===== config.mk =====
export PLATFORM = sky130hd
export DESIGN_NAME = hazard_ctrl_fsm
export DESIGN_NICKNAME = d
export VERILOG_FILES = /design/src/rtl/hazard_ctrl_fsm.sv
export SDC_FILE = /design/constraint.sdc
export NUM_CORES = 1
export LEC_CHECK = 0
export CAP_MARGIN = 25
export CORE_MARGIN = 2
export CORE_UTILIZATION = 50
export CTS_CLUSTER_SIZE = 14
export DETAILED_ROUTE_END_ITERATION = 8
export GPL_ROUTABILITY_DRIVEN = 0
export PLACE_DENSITY = 0.93
export SYNTH_ARGS = -nofsm -noshare
export SYNTH_HDL_FRONTEND = slang
export SYNTH_SLANG_ARGS = --single-unit
export TNS_END_PERCENT = 10

===== constraint.sdc =====
create_clock -name clk_i -period 5.4 [get_ports clk_i]
set_input_delay 1.08 -clock clk_i [delete_from_list [all_inputs] [get_ports clk_i]]
set_output_delay 1.08 -clock clk_i [all_outputs]
set_load 0.02 [all_outputs]

===== src/rtl/hazard_ctrl_fsm.sv =====
// Central stall/flush generator for the 5-stage RV32I pipeline: load-use bubbles,
// taken branch/jump flushes, IMEM/DMEM wait-state freezing and a stall perf counter.
module hazard_ctrl_fsm #(
    parameter int LOAD_USE_BUBBLES = 1,
    parameter int BJ_FLUSH_STAGES  = 2,
    parameter int WAIT_MAX         = 15,
    parameter int CNT_W            = 16
) (
    input  logic             clk_i,
    input  logic             rst_i,
    input  logic             id_valid_i,
    input  logic [4:0]       id_rs1_addr_i,
    input  logic [4:0]       id_rs2_addr_i,
    input  logic             id_uses_rs1_i,
    input  logic             id_uses_rs2_i,
    input  logic             ex_valid_i,
    input  logic [4:0]       ex_rd_addr_i,
    input  logic             ex_memread_i,
    input  logic             ex_take_b_j_i,
    input  logic             imem_ready_i,
    input  logic             dmem_req_i,
    input  logic             dmem_ready_i,
    output logic             stall_if_o,
    output logic             stall_id_o,
    output logic             stall_ex_o,
    output logic             stall_mem_o,
    output logic             flush_if_id_o,
    output logic             flush_id_ex_o,
    output logic [1:0]       state_o,
    output logic             mem_timeout_o,
    output logic [CNT_W-1:0] stall_cnt_o
);

    localparam logic [1:0] ST_RUN      = 2'd0;
    localparam logic [1:0] ST_LU_STALL = 2'd1;
    localparam logic [1:0] ST_BJ_FLUSH = 2'd2;
    localparam logic [1:0] ST_MEM_WAIT = 2'd3;

    localparam logic [1:0] LU_RELOAD = 2'(LOAD_USE_BUBBLES - 1);
    localparam logic       LU_MULTI  = (LOAD_USE_BUBBLES > 1);
    localparam logic       BJ_EXTRA  = (BJ_FLUSH_STAGES == 3);
    localparam logic [7:0] WAIT_LAST = 8'(WAIT_MAX);
    localparam logic [7:0] WAIT_PRE  = 8'(WAIT_MAX - 1);

    logic [1:0]       state_q, state_d;
    logic [1:0]       saved_q, saved_d;
    logic [1:0]       bub_q, bub_d;
    logic [7:0]       wait_q, wait_d;
    logic [CNT_W-1:0] stall_cnt_q, stall_cnt_d;

    logic       lu_haz_s;
    logic       bj_s;
    logic       mem_wait_s;
    logic [1:0] eff_state_s;
    logic       stall_if_s, stall_id_s, stall_ex_s, stall_mem_s;
    logic       flush_if_id_s, flush_id_ex_s;
    logic       timeout_s;

    function automatic logic src_hit(input logic uses, input logic [4:0] src, input logic [4:0] rd);
        src_hit = uses & (src == rd);
    endfunction

    // Hazard detection terms
    always_comb begin
        lu_haz_s   = id_valid_i & ex_valid_i & ex_memread_i & (ex_rd_addr_i != 5'd0) &
                     (src_hit(id_uses_rs1_i, id_rs1_addr_i, ex_rd_addr_i) |
                      src_hit(id_uses_rs2_i, id_rs2_addr_i, ex_rd_addr_i));
        bj_s       = ex_valid_i & ex_take_b_j_i;
        mem_wait_s = dmem_req_i & ~dmem_ready_i;
        // On the DMEM release cycle the interrupted state is resumed as if never left
        eff_state_s = (state_q == ST_MEM_WAIT) ? saved_q : state_q;
    end

    // Next-state, counters and stall/flush decode by priority
    always_comb begin
        state_d       = state_q;
        saved_d       = saved_q;
        bub_d         = bub_q;
        wait_d        = wait_q;
        stall_if_s    = 1'b0;
        stall_id_s    = 1'b0;
        stall_ex_s    = 1'b0;
        stall_mem_s   = 1'b0;
        flush_if_id_s = 1'b0;
        flush_id_ex_s = 1'b0;
        timeout_s     = 1'b0;

        if (mem_wait_s) begin
            stall_if_s  = 1'b1;
            stall_id_s  = 1'b1;
            stall_ex_s  = 1'b1;
            stall_mem_s = 1'b1;
            state_d     = ST_MEM_WAIT;
            if (state_q != ST_MEM_WAIT) begin
                saved_d = state_q;
            end else begin
                saved_d = saved_q;
            end
            if (wait_q != WAIT_LAST) begin
                wait_d = wait_q + 8'd1;
            end else begin
                wait_d = wait_q;
            end
            timeout_s = (wait_q == WAIT_PRE);
        end else if (bj_s) begin
            wait_d        = 8'd0;
            flush_if_id_s = 1'b1;
            flush_id_ex_s = 1'b1;
            bub_d         = 2'd0;
            if (BJ_EXTRA) begin
                state_d = ST_BJ_FLUSH;
            end else begin
                state_d = ST_RUN;
            end
        end else begin
            wait_d = 8'd0;
            case (eff_state_s)
                ST_RUN: begin
                    if (lu_haz_s) begin
                        stall_if_s    = 1'b1;
                        stall_id_s    = 1'b1;
                        flush_id_ex_s = 1'b1;
                        if (LU_MULTI) begin
                            state_d = ST_LU_STALL;
                            bub_d   = LU_RELOAD;
                        end else begin
                            state_d = ST_RUN;
                            bub_d   = 2'd0;
                        end
                    end else begin
                        state_d = ST_RUN;
                        if (!imem_ready_i) begin
                            stall_if_s    = 1'b1;
                            flush_if_id_s = 1'b1;
                        end else begin
                            stall_if_s    = 1'b0;
                            flush_if_id_s = 1'b0;
                        end
                    end
                end
                ST_LU_STALL: begin
                    stall_if_s    = 1'b1;
                    stall_id_s    = 1'b1;
                    flush_id_ex_s = 1'b1;
                    if (bub_q <= 2'd1) begin
                        state_d = ST_RUN;
                        bub_d   = 2'd0;
                    end else begin
                        state_d = ST_LU_STALL;
                        bub_d   = bub_q - 2'd1;
                    end
                end
                ST_BJ_FLUSH: begin
                    flush_if_id_s = 1'b1;
                    state_d       = ST_RUN;
                    if (!imem_ready_i) begin
                        stall_if_s = 1'b1;
                    end else begin
                        stall_if_s = 1'b0;
                    end
                end
                default: begin
                    state_d = ST_RUN;
                    bub_d   = 2'd0;
                end
            endcase
        end
    end

    // Outputs are forced low while reset is held, independent of the clock
    always_comb begin
        stall_if_o    = rst_i & stall_if_s;
        stall_id_o    = rst_i & stall_id_s;
        stall_ex_o    = rst_i & stall_ex_s;
        stall_mem_o   = rst_i & stall_mem_s;
        flush_if_id_o = rst_i & flush_if_id_s;
        flush_id_ex_o = rst_i & flush_id_ex_s;
        mem_timeout_o = rst_i & timeout_s;
        state_o       = state_q;
        stall_cnt_o   = stall_cnt_q;
    end

    // Saturating count of IF stall cycles
    always_comb begin
        if (stall_if_o && (stall_cnt_q != {CNT_W{1'b1}})) begin
            stall_cnt_d = stall_cnt_q + CNT_W'(1);
        end else begin
            stall_cnt_d = stall_cnt_q;
        end
    end

    // State and counter registers
    always_ff @(posedge clk_i or negedge rst_i) begin
        if (!rst_i) begin
            state_q     <= ST_RUN;
            saved_q     <= ST_RUN;
            bub_q       <= 2'd0;
            wait_q      <= 8'd0;
            stall_cnt_q <= {CNT_W{1'b0}};
        end else begin
            state_q     <= state_d;
            saved_q     <= saved_d;
            bub_q       <= bub_d;
            wait_q      <= wait_d;
            stall_cnt_q <= stall_cnt_d;
        end
    end

endmodule

# ---- After elaboration in Yosys (flattened, before gate mapping)
# Cells that the tools add are included.
dict set report totals {
  word_cells 71
  register_bits 30
  in_bits 26
}
dict set report classes {
  n_reduce_logical 5
  n_addsub 3
  bitwise 17
  muxes 28
  eq_ne 12
  order_cmp 1
}
# operator count
set op_table {}
lappend op_table {{two-way mux 1 bit} 17}
lappend op_table {{adder 16 x 1 -> 16 bit, second input constant} 1}
lappend op_table {{two-way mux 8 bit} 2}
lappend op_table {{inequality test 16 bit, second input constant} 1}
lappend op_table {{AND 1 bit} 14}
lappend op_table {{equality test 5 bit} 2}
lappend op_table {{two-way mux 2 bit} 5}
lappend op_table {{adder 8 x 1 -> 8 bit, second input constant} 1}
lappend op_table {{equality test 8 x 4 -> 1 bit, second input constant} 1}
lappend op_table {{inequality test 8 x 4 -> 1 bit, second input constant} 1}
lappend op_table {{case mux 2 bit (3 select lines)} 1}
lappend op_table {{nonzero test 5 bit} 1}
lappend op_table {{equality test 2 bit, second input constant} 2}
lappend op_table {{inequality test 2 bit, second input constant} 2}
lappend op_table {{case mux 1 bit (2 select lines)} 2}
lappend op_table {{inequality test 3 bit, second input constant} 1}
lappend op_table {{case mux 1 bit (3 select lines)} 1}
lappend op_table {{AND reduction 3 bit} 1}
lappend op_table {{equality test 2 x 1 -> 1 bit, second input constant} 1}
lappend op_table {{less-or-equal comparator 2 x 1 -> 1 bit, second input constant} 1}
lappend op_table {{zero test 2 bit} 1}
lappend op_table {{inequality test 2 x 1 -> 1 bit, second input constant} 1}
lappend op_table {{inverter 1 bit} 2}
lappend op_table {{AND reduction 2 bit} 1}
lappend op_table {{other kinds (3)} 3}

# ---- Depth between registers and ports, before layout
dict set report logic_depth {
  ltp_word 10
  depth_mapped 8
  mapped_depth_nobuf 6
}

# ---- Worst setup path before layout
# Ideal clock, no wire load.
dict set report synth_path {
  path_type {input port to output port}
  start {in dmem_ready_i}
  end {out stall_if_o}
  cell_stages 6
  required_time_ns 4.320
  arrival_ns 2.256
  slack_ns 2.064
  path_cell_list {nand2b_1 > inv_1 > a31o_2 > a32oi_2 > buf_2 > inv_1}
}
dict set report synth_between {
  elab_chain_cells 4
}
# element line
set synth_lines {}
lappend synth_lines {{start, declared} 22} ;# input logic dmem_ready_i,
lappend synth_lines {{inverter 1 bit} 69} ;# mem_wait_s = dmem_req_i & ~dmem_ready_i;
lappend synth_lines {{AND 1 bit} 69}
lappend synth_lines {{named net mem_wait_s} 53} ;# logic mem_wait_s;
lappend synth_lines {{two-way mux 1 bit} 88} ;# if (mem_wait_s) begin
lappend synth_lines {{AND 1 bit} 172} ;# stall_if_o = rst_i & stall_if_s;
lappend synth_lines {{end, declared} 23} ;# output logic stall_if_o,
# The timed path passes the listed nets, and every way through them passes these cells.

# ---- Final worst setup path
# Same ends and word-level chain as after synthesis.

==> impl_metrics.yaml <==
hold_path:
  hold_class: "reg2reg"
  worstHoldPathCells: 1
  hp-start: "bub_q[0]"
  holdPathEnd: "bub_q[0]"
layout:
  stdcell_area_um2: 2303
  area_growth_pct: 34.77
  final_core_util_pct: 69.58
  antenna_cells: 0
  drive_above_1_share_pct: 7.792
  num-nets-final: 259
pwr:
  leakagePower_uw: 0.001015
  switching_share_pct: 33.10
  p_int_uw: 421.6
  p_per_area_nw_per_um2: 273.6
  peakVddDrop_uv: 294.8
  power_frac_clock_pct: 21.6
  p_switching_uw: 208.6
  seqPwrFrac_pct: 46.2
  pwr-share-comb_pct: 32.3
clocking:
  cts.path.max_buffers: 2
  ctsResizeCount: 0
  cts_made_buffers: 5
  path_clk_slew_ns: 0.09
  postCtsSetupBuffers: 0
  h-tree-depth: 2
  root_buffer: "clkbuf_4"
  ctsHoldBuffers: 0
  clk_latency_ns: 0.32
  cts_sinks: 30
  cts_tree: "yes"
setup_path:
  worstSetupPathType: "in2out"
  rrSetupSlack_ns: 3.18
  critical_path.cell_chain: "clkdlybuf4s50_1, nand2b_1, inv_1, a31o_2, a32oi_2, buf_4, inv_1, clkdlybuf4s50_1"
  cp_slowest_cell: "clkdlybuf4s50_1"
  startpoint_type: "input pin"
  crit_path_end_kind: "output port"
  cp.arrival_ns: 3.39
  reg2reg_to: "stall_cnt_o[1]"
  critical_path_required_ns: 4.32
  critical_path.max_stage_delay_ns: 0.53
  path_max_fanout: 16
  rr_startpoint: "stall_cnt_o[7]"
  worstRegToRegCells: 6
routing:
  vias_per_cell: 5.325
  met1_length_um: 1707
  met2_wirelength_um: 1793
  finalWirelength_um: 3734
  wl_per_cell_um: 13.48
  route.met3.wl_um: 206
  drt_iter0_drc: 60
  drt_pre_antenna_iters: 4
  top_layer: "met4"
  via_count: 1475
  drc: 0
  final_antenna_net_count: 0
logic_synthesis:
  synth-async-reset-ratio_pct: 100.0
  ys_types: 38
  synth-main-ff-cell: "dfrtp_1"
  ys_ff_latch: 30
  synthCells: 176
  yosys-top-cells-area: "dfrtp_1 44%, xor2_1 8.2%, xnor2_1 6.7%"
  synth.most_common_cell: "dfrtp_1"
  synthTopCellsByCount: "30 x dfrtp_1, 17 x nor2_1, 16 x xor2_1"
  synth_edf_count: 0
  yosysWarnings: 0
  ys_seq_area_share_pct: 43.92
  synth_nets: 205
  synthesis.area_um2: 1709
  synth.avg_cell_area_um2: 9.711
  yosysTopAreaCell: "dfrtp_1"
  synth_top_cell_area_share_pct: 43.92
global_route:
  grt_max_degree: 34
  grt_pass1_vias: 1461
  track_usage_pct: 20.00
  grt_overflow: 0
  grt_first_pass_wirelength_um: 6348
  antenna_found_initial: 0
sta:
  min_period_ns: 4.471
  worst_slack_ns: 0.9292
  min_period_over_period_pct: 82.79
  fin_setup_tns_ns: 0
  finalClockSkew_ns: 0.01468
  rsz0062_at_grt: "false"
  setup_viol: 0
  finalHoldViolations: 0
  maxSlewViolCount: 0
  fmax_mhz: 223.7
  holdWs_ns: 0.4960
  slew_headroom_pct: 60.25
  worstMarginPinSlew_ns: 0.5963
placed_design:
  portBuffers: 50
  place_worst_setup_slack_ns: 0.9445
  placed_area_um2: 2243
  hpwl_um: 2769
die:
  num_rows: 21
  fp.dieH_um: 62.47
  dieWidth_um: 62.47
  initial_core_util_pct: 51.63
  dieArea_um2: 3902
  coreArea_um2: 3311
  io_pins: 51
run:
  drv_cap: 0
outcome:
  status: "complete, no violations"
-- worst max-delay path by stage --
stage	cells after the start	start	to	slack [ns]
5_1_grt	8	dmem_ready_i	stall_if_o	0.74
2_1_floorplan	6	dmem_ready_i	stall_if_o	2.06
6_report	8	dmem_ready_i	stall_if_o	0.93
3_5_place_dp	8	dmem_ready_i	stall_if_o	0.94
4_1_cts	8	dmem_ready_i	stall_if_o	0.94
3_3_place_gp	8	dmem_ready_i	stall_if_o	0.96
-- metal layers --
metal  global-route usage (%)  vias up
met3                    4.505        2
li1                         -      722
met1                    24.85      708
met5                        0        -
met4                    8.056        0
met2                    33.74       43
-- per-stage QoR --
stage          instances  total power, uW
6_report             277            630.2
5_1_grt              277            666.8
4_1_cts              277            637.2
3_5_place_dp         269            498.1
3_3_place_gp         269            492.7
2_1_floorplan        176            393.0
-- registers in the layout (all words and copies together) (netlist names) --
signal / cells
bub_q: 2
state_o: 2
stall_cnt_o: 16
wait_q: 8
saved_q: 2
-- critical path, delay by kind of cell --
kind,cells,cell delay [ns]
AO/OA/AOI/OAI,2,0.40
buffers and inverters,5,1.51
AND/OR/NAND/NOR,1,0.41
-- cell families after synthesis --
kind of cell	synth area share (%)
simple gates	25.55
xor+xnor	14.86
mux	1.318
buf+inv	3.587
fa+ha+maj	2.196
flops	43.92
compound gates	8.566
-- power by group through the flow --
stage | sequential [uW] | combinational [uW] | clock, uW
global route | 296 | 218 | 153
finish | 291 | 203 | 136
floorplan | 323 | 70.3 | 0
CTS | 290 | 206 | 141
detailed placement | 295 | 204 | 0
global placement | 293 | 199 | 0
-- placed cells by master (no fill, tap or decap), types with 3 or more instances in the layout --
master,count
clkdlybuf4s50_1,50
dfrtp_1,30
nor2_1,17
xor2_1,16
nand2_1,15
xnor2_1,13
and3_1,8
nor3_1,8
nand3_1,8
a21oi_1,8
inv_1,6
o21ai_0,5
nand4_1,5
clkbuf_4,5
nor4b_1,3
ha_1,3
-- cell type report --
class	instances	area [um^2]
clock buffer	7	55.05
multi-input combinational	135	897.1
timing repair buffer	52	515.5
fill	272	1007
clock inverter	1	5.005
tap	46	57.56
inverter	6	22.52
sequential	30	750.7
(Power assumes the default switching activity.)
